File: src/rtl/uart_tx_if.sv
// Transmit-side handshake and line signals of the UART transmitter, shared by source and DUT.
interface uart_tx_if #(
  parameter int UART_SIZE = 8
);
  logic [UART_SIZE-1:0] tx_data;
  logic                 tx_valid;
  logic                 tx_ready;
  logic                 CTS;
  logic                 TX;
  logic                 busy;
  logic                 done;

  modport master (
    output tx_data, tx_valid, CTS,
    input  tx_ready, TX, busy, done
  );

  modport slave (
    input  tx_data, tx_valid, CTS,
    output tx_ready, TX, busy, done
  );
endinterface

File: src/rtl/uart_tx.sv
// UART transmitter: start bit, LSB-first data, optional parity, one stop bit, CTS-gated accept.
// TX is registered, so the line value is derived from the next state.
module uart_tx #(
  parameter int UART_SIZE     = 8,
  parameter int BAUD_RATE     = 115200,
  parameter int SYS_CLK_FREQ  = 125000000,
  parameter int PARITY_ENABLE = 0,
  parameter int PARITY_TYPE   = 0
) (
  input  logic      clk,
  input  logic      reset,
  uart_tx_if.slave  bus
);
  localparam int BAUD_TICKS = SYS_CLK_FREQ / BAUD_RATE;
  localparam int CNT_W      = $clog2(BAUD_TICKS + 1);
  localparam int BIT_W      = $clog2(UART_SIZE + 1);
  localparam logic [CNT_W-1:0] BAUD_LAST = CNT_W'(BAUD_TICKS - 1);
  localparam logic [BIT_W-1:0] BIT_LAST  = BIT_W'(UART_SIZE - 1);

  typedef enum logic [2:0] {IDLE, START, DATA, PARITY, STOP} state_e;

  state_e               state_q, state_d;
  logic [CNT_W-1:0]     baud_q, baud_d;
  logic [BIT_W-1:0]     bit_q, bit_d;
  logic [UART_SIZE-1:0] shift_q, shift_d;
  logic                 parity_q, parity_d;
  logic                 tx_q, tx_d;
  logic                 ready;
  logic                 accept;
  logic                 baud_done;

  assign ready     = (state_q == IDLE) && bus.CTS && !reset;
  assign accept    = bus.tx_valid && ready;
  assign baud_done = (baud_q == BAUD_LAST);

  // NOTE: state uses non-blocking assignments so every register samples pre-edge values.
  always_ff @(posedge clk) begin
    if (reset) begin
      state_q  <= IDLE;
      baud_q   <= '0;
      bit_q    <= '0;
      // NOTE: the shift register is cleared too, so no stale byte survives an aborted frame.
      shift_q  <= '0;
      parity_q <= 1'b0;
      tx_q     <= 1'b1;
    end else begin
      state_q  <= state_d;
      baud_q   <= baud_d;
      bit_q    <= bit_d;
      shift_q  <= shift_d;
      parity_q <= parity_d;
      tx_q     <= tx_d;
    end
  end

  // NOTE: every output of this block gets a default first, so no latch is inferred.
  always_comb begin
    state_d  = state_q;
    baud_d   = baud_q;
    bit_d    = bit_q;
    shift_d  = shift_q;
    parity_d = parity_q;
    unique case (state_q)
      IDLE: begin
        if (accept) begin
          state_d  = START;
          baud_d   = '0;
          bit_d    = '0;
          shift_d  = bus.tx_data;
          parity_d = (PARITY_TYPE == 0) ? ~^bus.tx_data : ^bus.tx_data;
        end
      end
      START: begin
        if (baud_done) begin
          state_d = DATA;
          baud_d  = '0;
        end else begin
          baud_d = baud_q + 1'b1;
        end
      end
      DATA: begin
        if (baud_done) begin
          baud_d = '0;
          if (bit_q == BIT_LAST) begin
            state_d = (PARITY_ENABLE != 0) ? PARITY : STOP;
          end else begin
            bit_d   = bit_q + 1'b1;
            shift_d = shift_q >> 1;
          end
        end else begin
          baud_d = baud_q + 1'b1;
        end
      end
      PARITY: begin
        if (baud_done) begin
          state_d = STOP;
          baud_d  = '0;
        end else begin
          baud_d = baud_q + 1'b1;
        end
      end
      STOP: begin
        if (baud_done) begin
          state_d = IDLE;
          baud_d  = '0;
        end else begin
          baud_d = baud_q + 1'b1;
        end
      end
      default: state_d = IDLE;
    endcase
  end

  // Output decode; the line value is chosen for the state being entered.
  always_comb begin
    tx_d     = 1'b1;
    bus.busy = (state_q != IDLE);
    bus.done = (state_q == STOP) && baud_done && !reset;
    unique case (state_d)
      START:   tx_d = 1'b0;
      DATA:    tx_d = shift_d[0];
      PARITY:  tx_d = parity_d;
      default: tx_d = 1'b1;
    endcase
  end

  assign bus.tx_ready = ready;
  assign bus.TX       = tx_q;
endmodule

File: src/flat_wrapper.sv
// flat-port wrapper written by rule: the top's interface ports become plain ports
module uart_tx_flat 
#(
  parameter int UART_SIZE     = 8,
  parameter int BAUD_RATE     = 115200,
  parameter int SYS_CLK_FREQ  = 125000000,
  parameter int PARITY_ENABLE = 0,
  parameter int PARITY_TYPE   = 0
)
  (clk, reset, bus_tx_data, bus_tx_valid, bus_CTS, bus_tx_ready, bus_TX, bus_busy, bus_done);
  uart_tx_if #(.UART_SIZE(UART_SIZE)) bus_i ();
  input  logic clk;
  input  logic reset;
  input wire logic [$bits(bus_i.tx_data)-1:0] bus_tx_data;
  input wire logic [$bits(bus_i.tx_valid)-1:0] bus_tx_valid;
  input wire logic [$bits(bus_i.CTS)-1:0] bus_CTS;
  output wire logic [$bits(bus_i.tx_ready)-1:0] bus_tx_ready;
  output wire logic [$bits(bus_i.TX)-1:0] bus_TX;
  output wire logic [$bits(bus_i.busy)-1:0] bus_busy;
  output wire logic [$bits(bus_i.done)-1:0] bus_done;
  assign bus_i.tx_data = bus_tx_data;
  assign bus_i.tx_valid = bus_tx_valid;
  assign bus_i.CTS = bus_CTS;
  assign bus_tx_ready = bus_i.tx_ready;
  assign bus_TX = bus_i.TX;
  assign bus_busy = bus_i.busy;
  assign bus_done = bus_i.done;
  uart_tx #(.UART_SIZE(UART_SIZE), .BAUD_RATE(BAUD_RATE), .SYS_CLK_FREQ(SYS_CLK_FREQ), .PARITY_ENABLE(PARITY_ENABLE), .PARITY_TYPE(PARITY_TYPE)) u_core (.clk(clk), .reset(reset), .bus(bus_i));
endmodule
File: config.mk
export PLATFORM = sky130hd
export DESIGN_NAME = uart_tx_flat
export DESIGN_NICKNAME = d
export VERILOG_FILES = /design/src/rtl/uart_tx_if.sv /design/src/rtl/uart_tx.sv /design/src/flat_wrapper.sv
export SDC_FILE = /design/constraint.sdc
export NUM_CORES = 1
export LEC_CHECK = 0
export CAP_MARGIN = 30
export CORE_ASPECT_RATIO = 0.75
export CORE_MARGIN = 5
export CORE_UTILIZATION = 25
export CTS_CLUSTER_SIZE = 30
export DETAILED_ROUTE_END_ITERATION = 8
export GPL_TIMING_DRIVEN = 0
export SLEW_MARGIN = 20
export SYNTH_ARGS = -nofsm -noshare
export SYNTH_HDL_FRONTEND = slang
export SYNTH_SLANG_ARGS = --single-unit
File: constraint.sdc
create_clock -name clk -period 2.7 [get_ports clk]
set_input_delay 0.54 -clock clk [delete_from_list [all_inputs] [get_ports clk]]
set_output_delay 0.54 -clock clk [all_outputs]
set_load 0.05 [all_outputs]
==> impl_metrics.toml, run 1 <==
[detailed_routing]
postRouteAntennaNets = 0
routedWlPerCell_um = 12.19
wirelength_um = 3254
routed-via-count = 1226
drt_iter0_drc = 58
drc = 0
wl_met3_um = 76
vias_per_cell = 4.592
met1_length_um = 1777
routed-wl-met2_um = 1368
drtPass1Iterations = 4
routed.top_layer = "met4"

[placed_design]
post-place-cells = 263
placed_cell_area_mm2 = 0.001757
gp_congestion = 0.7169
post-dp-hpwl_um = 2443
io_buffers = 14

[synthesis]
ys_top_cells_by_area = "dfxtp_1 (37%), nor2_1 (4.7%), xnor2_1 (4.6%)"
syn-instance-count = 171
syn_nets = 186
async_flop_share_pct = 0
synthFlopType = "dfxtp_1"
synth_top_area_share_pct = 37.02
synth.yosys.warnings = 0
synth_area_mm2 = 0.001514
synth-edff-count = 0
synthDistinctLibCells = 45
syn_area_per_cell_um2 = 8.854
yosys_register_bits = 28
seq_area_frac_synth_pct = 37.02
yosys.area.top_type = "dfxtp_1"

[clock_network]
clockBufferDepth = 2
ctsHtreeMaxLevel = 1
postCtsHoldBufs = 0
clock-sinks = 28
cts-root-buf = "clkbuf_8"
cts_tree = "yes"
cts_resized = 2
path_clk_slew_ns = 0.10
cts_setup_buffers = 0
clk-insertion-delay-late_ns = 0.28
cts-buffers-inserted = 3

[critical_path]
crit_type = "reg2out"
rr_endpoint = "u_core.bus.TX"
r2r_slack_ns = 0.80
worst_ep_arrival_time_ns = 2.06
endpoint_kind = "primary output"
ff2ff_path_depth = 6
startpoint_type = "flip-flop"
r2r_start = "u_core.bit_q[0]"
worstPathMaxFanout = 9
required_ns = 2.16

[sta]
drv_slew = 0
slew_headroom_pct = 60.58
fin_crit_ns = 2.601
fmax_ghz = 0.3845
fin_hold_ws_ns = 0.4630
fin_crit_sh_pct = 96.32
hold_violations = 0
finalSetupViolCount = 0
setup_tns_ns = 0
grt_setup_unrepaired = "false"
worst_slew_pin_slew_ns = 0.5913
finClkSkew_ns = 0.007741

[power]
intPower_mw = 0.6698
pwr_density_cell_mw_per_mm2 = 474.4
switchingPower_mw = 0.1962
p_clk_share_pct = 38.2
total_leakage_power_nw = 0.6418
pwr-share-comb_pct = 12.8
sw_frac_of_total_pct = 22.66
seqPwrFrac_pct = 49.0
ir_worst_vdd_uv = 222.4

[status]
status = "completed"

[flow_run]
maxCapViolCount = 0

[final_layout]
register_area_um2 = 560.5
diodes = 0
final_common_cell = "dfxtp_1"
multi_input_area_um2 = 868.3
instances_no_fill = 267
drive_gt1_share_pct = 13.23
finalInstanceArea_mm2 = 0.001826
nNetsFinal = 205
final_cell_mix = "dfxtp_1 (28), nor2_1 (19), nand2_1 (16)"
nFillCells = 615
synthToLayoutAreaGrowth_pct = 20.58

[floorplan]
die_w_um = 99.86
fp-row-count = 24
coreArea_mm2 = 0.005856
die_area_mm2 = 0.007728
fp.dieH_um = 77.40
initial_utilization_pct = 25.85
ios = 16

[hold_path]
hold_end = "u_core.shift_q[3]"
hp-class = "reg2reg"
hp-start = "u_core.shift_q[3]"
min_path_cells = 2

[grt]
antenna_found_initial = 0
track_usage_pct = 8.844
grt_pass1_wl_um = 5616
grt_start_max_net_pins = 17
grt_pass1_vias = 1154
gr-total-overflow = 0
area by class of cell:
class,count,area share [%]
inverters,4,0.8225
plain buffers,10,4.112
flip-flops and latches,28,30.71
multi-input cells,129,47.57
repair buffers,14,7.539
clock buffers,3,2.262
well taps,78,5.346
clock inverters,1,1.645
worst max path at each step:
| stage | start | end | slack, ns | cells after the start |
|---|---|---|---|---|
| floorplan | u_core.baud_q[6] | bus_done | 0.20 | 3 |
| global placement | u_core.baud_q[6] | bus_done | 0.11 | 4 |
| detailed placement | u_core.baud_q[6] | bus_done | 0.12 | 4 |
| CTS | u_core.baud_q[6] | bus_done | 0.09 | 4 |
| global route | u_core.baud_q[6] | bus_done | 0.01 | 4 |
| finish | u_core.baud_q[6] | bus_done | 0.1 | 4 |
per-layer routing:
| metal | vias to the layer above | global-route usage [%] |
|---|---|---|
| li1 | 652 | - |
| met1 | 559 | 13.15 |
| met2 | 13 | 12.72 |
| met3 | 2 | 2.240 |
| met4 | 0 | 2.046 |
| met5 | - | 0 |
logic make-up after synthesis:
group	count (synthesis)	share of synthesized area (%)
XOR/XNOR	16	9.257
AND/OR/NAND/NOR	72	26.28
multiplexers	3	1.984
buffers and inverters	14	5.949
flip-flops	28	37.02
AO/OA/AOI/OAI	35	17.02
adder cells (fa/ha/maj)	3	2.480
worst max-delay path, cell delays in order (launching register included):
cell           delay [ns]
dfxtp_1              0.38
nor4b_4              0.36
nand3_2              0.23
nor3_1               0.26
dlygate4sd2_1        0.56
cell usage after synthesis, drive strengths merged (2+ instances only):
library cell  instances
a21oi                12
a22oi                 7
a311oi                2
a31oi                 2
and3                  3
and4                  2
and4b                 2
buf                   9
dfxtp                28
ha                    3
inv                   4
mux2i                 3
nand2                16
nand2b                2
nand3                 9
nand4                 3
nor2                 19
nor3                  6
nor3b                 2
o21ai                 3
xnor2                 8
xor2                  8
state kept, by name, indices dropped and copies added, names as in the netlist:
register and flops:
u_core.bus.TX 1, u_core.shift_q 8, u_core.state_q 3, u_core.baud_q 11
u_core.parity_q 1, u_core.bit_q 4
power groups by stage:
stage	Sequential, mW	Combinational, mW	Clock, mW
after floorplan	0.436	0.0715	0
after global placement	0.434	0.112	0
after detailed placement	0.434	0.113	0
after CTS	0.425	0.113	0.342
after global routing	0.426	0.122	0.365
final	0.424	0.111	0.331
per-stage QoR:
| step | utilization, % | setup WS (ns) | total power [mW] |
|---|---|---|---|
| 3_3_place_gp | 30.00 | 0.1127 | 0.5456 |
| 3_5_place_dp | 30.00 | 0.1210 | 0.5467 |
| 2_1_floorplan | - | 0.2022 | 0.5075 |
| 5_1_grt | 31.18 | 0.01363 | 0.9121 |
| 4_1_cts | 31.18 | 0.09026 | 0.8795 |
| 6_report | 31.18 | 0.09944 | 0.8660 |
Power figures use the tool's default switching activity.
==> inputs of run 2 (changes only) <==
Settings changed: CORE_UTILIZATION 25 to 55, PLACE_DENSITY set to 0.87.
==> run 2 against run 1 <==
Global-route usage grew 9.8 points. Routed wire length grew 5.5%. Non-clock buffer count is the same. Register-to-register slack lost 0.07 ns. Utilization grew 36 points. Critical endpoint unchanged.
==> impl_metrics.toml, run 2 (same netlist as run 1, synthesis figures left out) <==
[critical_path]
r2r_slack_ns = 0.73
worst_ep_arrival_time_ns = 2.00
ff2ff_path_depth = 6
rr_endpoint = "u_core.bit_q[1]"
crit_chain = "nor4b_4 > nand3_2 > nor3_1 > dlygate4sd2_1"
slowest_stage = "dlygate4sd2_1"
cpPeakStageDelay_ns = 0.54
worstPathMaxFanout = 9
crit_type = "reg2out"
required_ns = 2.16
startpoint_type = "flip-flop"
r2r_start = "u_core.baud_q[6]"
endpoint_kind = "primary output"

[power]
pwr_density_cell_mw_per_mm2 = 488.1
ir_worst_vdd_uv = 392.4
total_leakage_power_nw = 0.6418

[placed_design]
post-place-cells = 221
dp_worst_setup_slack_ns = 0.1569
post-dp-hpwl_um = 2682
placed_cell_area_mm2 = 0.001704
gp_congestion = 0.9054
io_buffers = 14

[floorplan]
ios = 16
die_area_mm2 = 0.003913
fp.dieH_um = 55.44
initial_utilization_pct = 57.73
coreArea_mm2 = 0.002623
die_w_um = 70.58
fp-row-count = 16

[final_layout]
diodes = 0
final_cell_mix = "dfxtp_1 (28), nor2_1 (19), nand2_1 (16)"
finalInstanceArea_mm2 = 0.001773
instances_no_fill = 225
drive_gt1_share_pct = 13.23
largest_registers = "u_core.baud_q (11), u_core.shift_q (8), u_core.bit_q (4)"
nFillCells = 207
final_common_cell = "dfxtp_1"
regMostFlops = "u_core.baud_q"
largest_register_ffs = 11
synthToLayoutAreaGrowth_pct = 17.11
nNetsFinal = 205

[grt]
antenna_found_initial = 0
grt_pass1_wl_um = 5975
grt_start_max_net_pins = 17
grt_pass1_vias = 1337
track_usage_pct = 18.64
gr-total-overflow = 0

[detailed_routing]
drt_iter0_drc = 117
routedWlPerCell_um = 15.26
vias_per_cell = 5.871
wirelength_um = 3433
drtPass1Iterations = 4
drc = 0
routed-via-count = 1321
postRouteAntennaNets = 0

[flow_run]
maxCapViolCount = 0

[sta]
finClkSkew_ns = 0.001675
setup_ws_ns = 0.1626
fmax_ghz = 0.3941
finalSetupViolCount = 0
hold_violations = 0
fin_crit_ns = 2.537
worst_slew_pin_slew_ns = 0.6159
grt_setup_unrepaired = "false"
fin_crit_sh_pct = 93.98
slew_headroom_pct = 58.94
fin_hold_ws_ns = 0.4571
setup_tns_ns = 0
drv_slew = 0

[hold_path]
hp-class = "in2reg"
hp-start = "reset"
hold_end = "u_core.baud_q[9]"
min_path_cells = 2

[status]
status = "completed"

[clock_network]
clk-insertion-delay-late_ns = 0.27
cts-buffers-inserted = 3
cts_setup_buffers = 0
path_clk_slew_ns = 0.09
clockBufferDepth = 2
clock-sinks = 28
cts_tree = "yes"
cts-root-buf = "clkbuf_8"
ctsHtreeMaxLevel = 1
==> run 2: where the power goes <==
group	leakage (nW)	internal [mW]	total (mW)	switching, mW
Combinational	0.380	0.0508	0.111	0.0605
Clock	0.0357	0.199	0.329	0.131
Sequential	0.226	0.420	0.425	0.00457
Total	0.642	0.670	0.865	0.196
==> run 2: final cells by class <==
cell class / count / area, um2 / area share (%)
multi-input cells: 129 / 868.3 / 48.98
well taps: 36 / 45.04 / 2.541
flip-flops and latches: 28 / 560.5 / 31.62
clock inverters: 1 / 30.03 / 1.694
plain buffers: 10 / 75.07 / 4.234
repair buffers: 14 / 137.6 / 7.763
clock buffers: 3 / 41.29 / 2.329
inverters: 4 / 15.01 / 0.8469
==> run 2: timing repair <==
| item | in CTS | in global routing |
|---|---|---|
| hold buffers | 0 | 0 |
| resized for setup | 2 | 0 |
| endpoints found under the setup margin | 2 | 0 |
==> run 2: per-layer routing <==
| layer | track usage, % | vias up | wire length, um |
|---|---|---|---|
| met3 | 5.072 | 7 | 179 |
| met4 | 6.434 | 0 | 37 |
| li1 | - | 642 | - |
| met2 | 29.47 | 42 | 1676 |
| met5 | 0 | - | 0 |
| met1 | 24.42 | 630 | 1540 |
==> run 2: critical path, delay by kind of cell, from the launching register on <==
family	cells	cell delay [ns]
buf+inv	1	0.54
simple gates	3	0.80
flops	1	0.38
==> run 2: worst max path at each step <==
stage | start | endpoint | slack [ns] | depth (start not counted)
6_report | u_core.baud_q[6] | bus_done | 0.16 | 4
5_1_grt | u_core.baud_q[6] | bus_done | 0.04 | 4
4_1_cts | u_core.state_q[2] | bus_busy | 0.16 | 3
3_5_place_dp | bus_CTS | bus_tx_ready | 0.16 | 3
3_3_place_gp | bus_CTS | bus_tx_ready | 0.15 | 3
2_1_floorplan | u_core.baud_q[6] | bus_done | 0.20 | 3
==> run 2: metrics by stage <==
stage	utilization, %	power [mW]
5_1_grt	67.61	0.9040
3_3_place_gp	64.98	0.5412
4_1_cts	67.61	0.8708
6_report	67.61	0.8655
3_5_place_dp	64.98	0.5461
2_1_floorplan	-	0.5075
==> inputs of run 3 (changes only) <==
Settings changed: CORE_UTILIZATION 55 to 50, HOLD_SLACK_MARGIN set to 0.12, PLACE_DENSITY 0.87 to 0.81.
==> run 3 against run 2 <==
First-iteration DRC count is 20% lower. Register-to-register slack worse by 0.03 ns. Hold slack better by 0.0029 ns. Routed wire length is 0.82% lower. Critical endpoint unchanged. Sequential share of layout area hardly changed.
==> impl_metrics.toml, run 3 (same netlist as run 1, synthesis figures left out) <==
[status]
status = "completed"

[sta]
setup_tns_ns = 0
fmax_ghz = 0.3853
finalSetupViolCount = 0
grt_setup_unrepaired = "false"
hold_violations = 0
fin_crit_sh_pct = 96.14
finClkSkew_ns = 0.003631
fin_crit_ns = 2.596
slew_headroom_pct = 58.36
worst_slew_pin_slew_ns = 0.6247
drv_slew = 0

[grt]
grt_pass1_vias = 1232
antenna_found_initial = 0
track_usage_pct = 16.63
gr-total-overflow = 0
grt_pass1_wl_um = 5561
grt_start_max_net_pins = 17

[clock_network]
clock-sinks = 28
clk-insertion-delay-late_ns = 0.27
cts-buffers-inserted = 3
cts_tree = "yes"
clockBufferDepth = 2
path_clk_slew_ns = 0.09
cts-root-buf = "clkbuf_8"
postCtsHoldBufs = 0
ctsHtreeMaxLevel = 1

[power]
pwr_density_cell_mw_per_mm2 = 484.2
power.total_mw = 0.8596
intPower_mw = 0.6696
switchingPower_mw = 0.1900
ir_worst_vdd_uv = 350.9
sw_frac_of_total_pct = 22.10
seqPwrFrac_pct = 49.4
p_clk_share_pct = 37.7
total_leakage_power_nw = 0.6424
pwr-share-comb_pct = 12.9

[final_layout]
diodes = 0
final_cell_mix = "dfxtp_1 (28), nor2_1 (19), nand2_1 (16)"
multi_input_area_um2 = 868.3
largest_register_ffs = 11
nNetsFinal = 205
final_common_cell = "dfxtp_1"
synthToLayoutAreaGrowth_pct = 17.27
instances_no_fill = 227
register_area_um2 = 560.5
drive_gt1_share_pct = 13.23
largest_registers = "u_core.baud_q (11), u_core.shift_q (8), u_core.bit_q (4)"
nFillCells = 241
regMostFlops = "u_core.baud_q"

[floorplan]
initial_utilization_pct = 51.58
coreArea_mm2 = 0.002935
ios = 16
fp.dieH_um = 57.66
die_w_um = 73.54
die_area_mm2 = 0.004240
fp-row-count = 17

[critical_path]
endpoint_kind = "primary output"
startpoint_type = "flip-flop"
worstPathMaxFanout = 9
crit_type = "reg2out"
r2r_slack_ns = 0.70
required_ns = 2.16
worst_ep_arrival_time_ns = 2.06

[placed_design]
post-dp-hpwl_um = 2506
gp_congestion = 0.7857
post-place-cells = 223
io_buffers = 14

[detailed_routing]
routedWlPerCell_um = 15.00
drt_iter0_drc = 94
wirelength_um = 3405
drc = 0
drtPass1Iterations = 4
routed-via-count = 1302
postRouteAntennaNets = 0
vias_per_cell = 5.736

[flow_run]
maxCapViolCount = 0

[hold_path]
hp-class = "in2reg"
-- run 3: cell count changes in the layout (fill, tap and decap cells not counted), sizes merged --
cell and delta:
dlygate4sd1 +1, dlygate4sd2 -1
-- run 3: timing repair --
item | 4_1_cts | 5_1_grt
setup buffers | 0 | 0
resized for setup | 2 | 2
setup endpoints to repair | 2 | 1
-- run 3: cell type report --
| cell class | count | share of cell area, % |
|---|---|---|
| buffer | 10 | 4.228 |
| tap | 38 | 2.678 |
| clock buffer | 3 | 2.326 |
| multi-input combinational | 129 | 48.91 |
| sequential | 28 | 31.57 |
| clock inverter | 1 | 1.691 |
| timing repair buffer | 14 | 7.752 |
| inverter | 4 | 0.8457 |
-- run 3: worst max-delay path, cell delays in order (launching register included) --
cell	delay, ns
dfxtp_1	0.33
inv_1	0.12
ha_1	0.17
and2b_2	0.17
nand3_2	0.20
nor3_1	0.25
dlygate4sd1_1	0.54
-- run 3: power by group through the flow --
stage / registers [mW] / clock network (mW) / logic, mW
2_1_floorplan: 0.436 / 0 / 0.0715
3_3_place_gp: 0.434 / 0 / 0.108
3_5_place_dp: 0.434 / 0 / 0.110
4_1_cts: 0.425 / 0.335 / 0.110
5_1_grt: 0.426 / 0.349 / 0.120
6_report: 0.425 / 0.324 / 0.111
-- run 3: worst paths after layout --
| path | cells past startpoint | end | from |
|---|---|---|---|
| setup reg to reg | 8 | u_core.baud_q[9] | u_core.baud_q[0] |
| hold reg to reg | 2 | u_core.shift_q[2] | u_core.shift_q[2] |
| setup / recovery | 6 | bus_done | u_core.baud_q[0] |
| hold / removal | 2 | u_core.baud_q[10] | reset |
-- run 3: metrics by stage --
step                      util [%]  area, um2  hold slack [ns]  setup WS, ns
final                        60.49       1775           0.4601        0.1043
after global routing         60.49       1775           0.4656      0.002608
after global placement       58.14       1707           0.4430       0.09221
after CTS                    60.49       1775           0.4585       0.08476
after floorplan                  -       1519           0.4339        0.2022
after detailed placement     58.14       1707           0.4491        0.1088
-- run 3: metal layers --
| layer | global-route usage [%] | vias up | wire [um] |
|---|---|---|---|
| li1 | - | 640 | - |
| met1 | 23.17 | 630 | 1587 |
| met2 | 26.14 | 30 | 1609 |
| met3 | 3.986 | 2 | 189 |
| met4 | 3.618 | 0 | 19 |
| met5 | 0 | - | 0 |
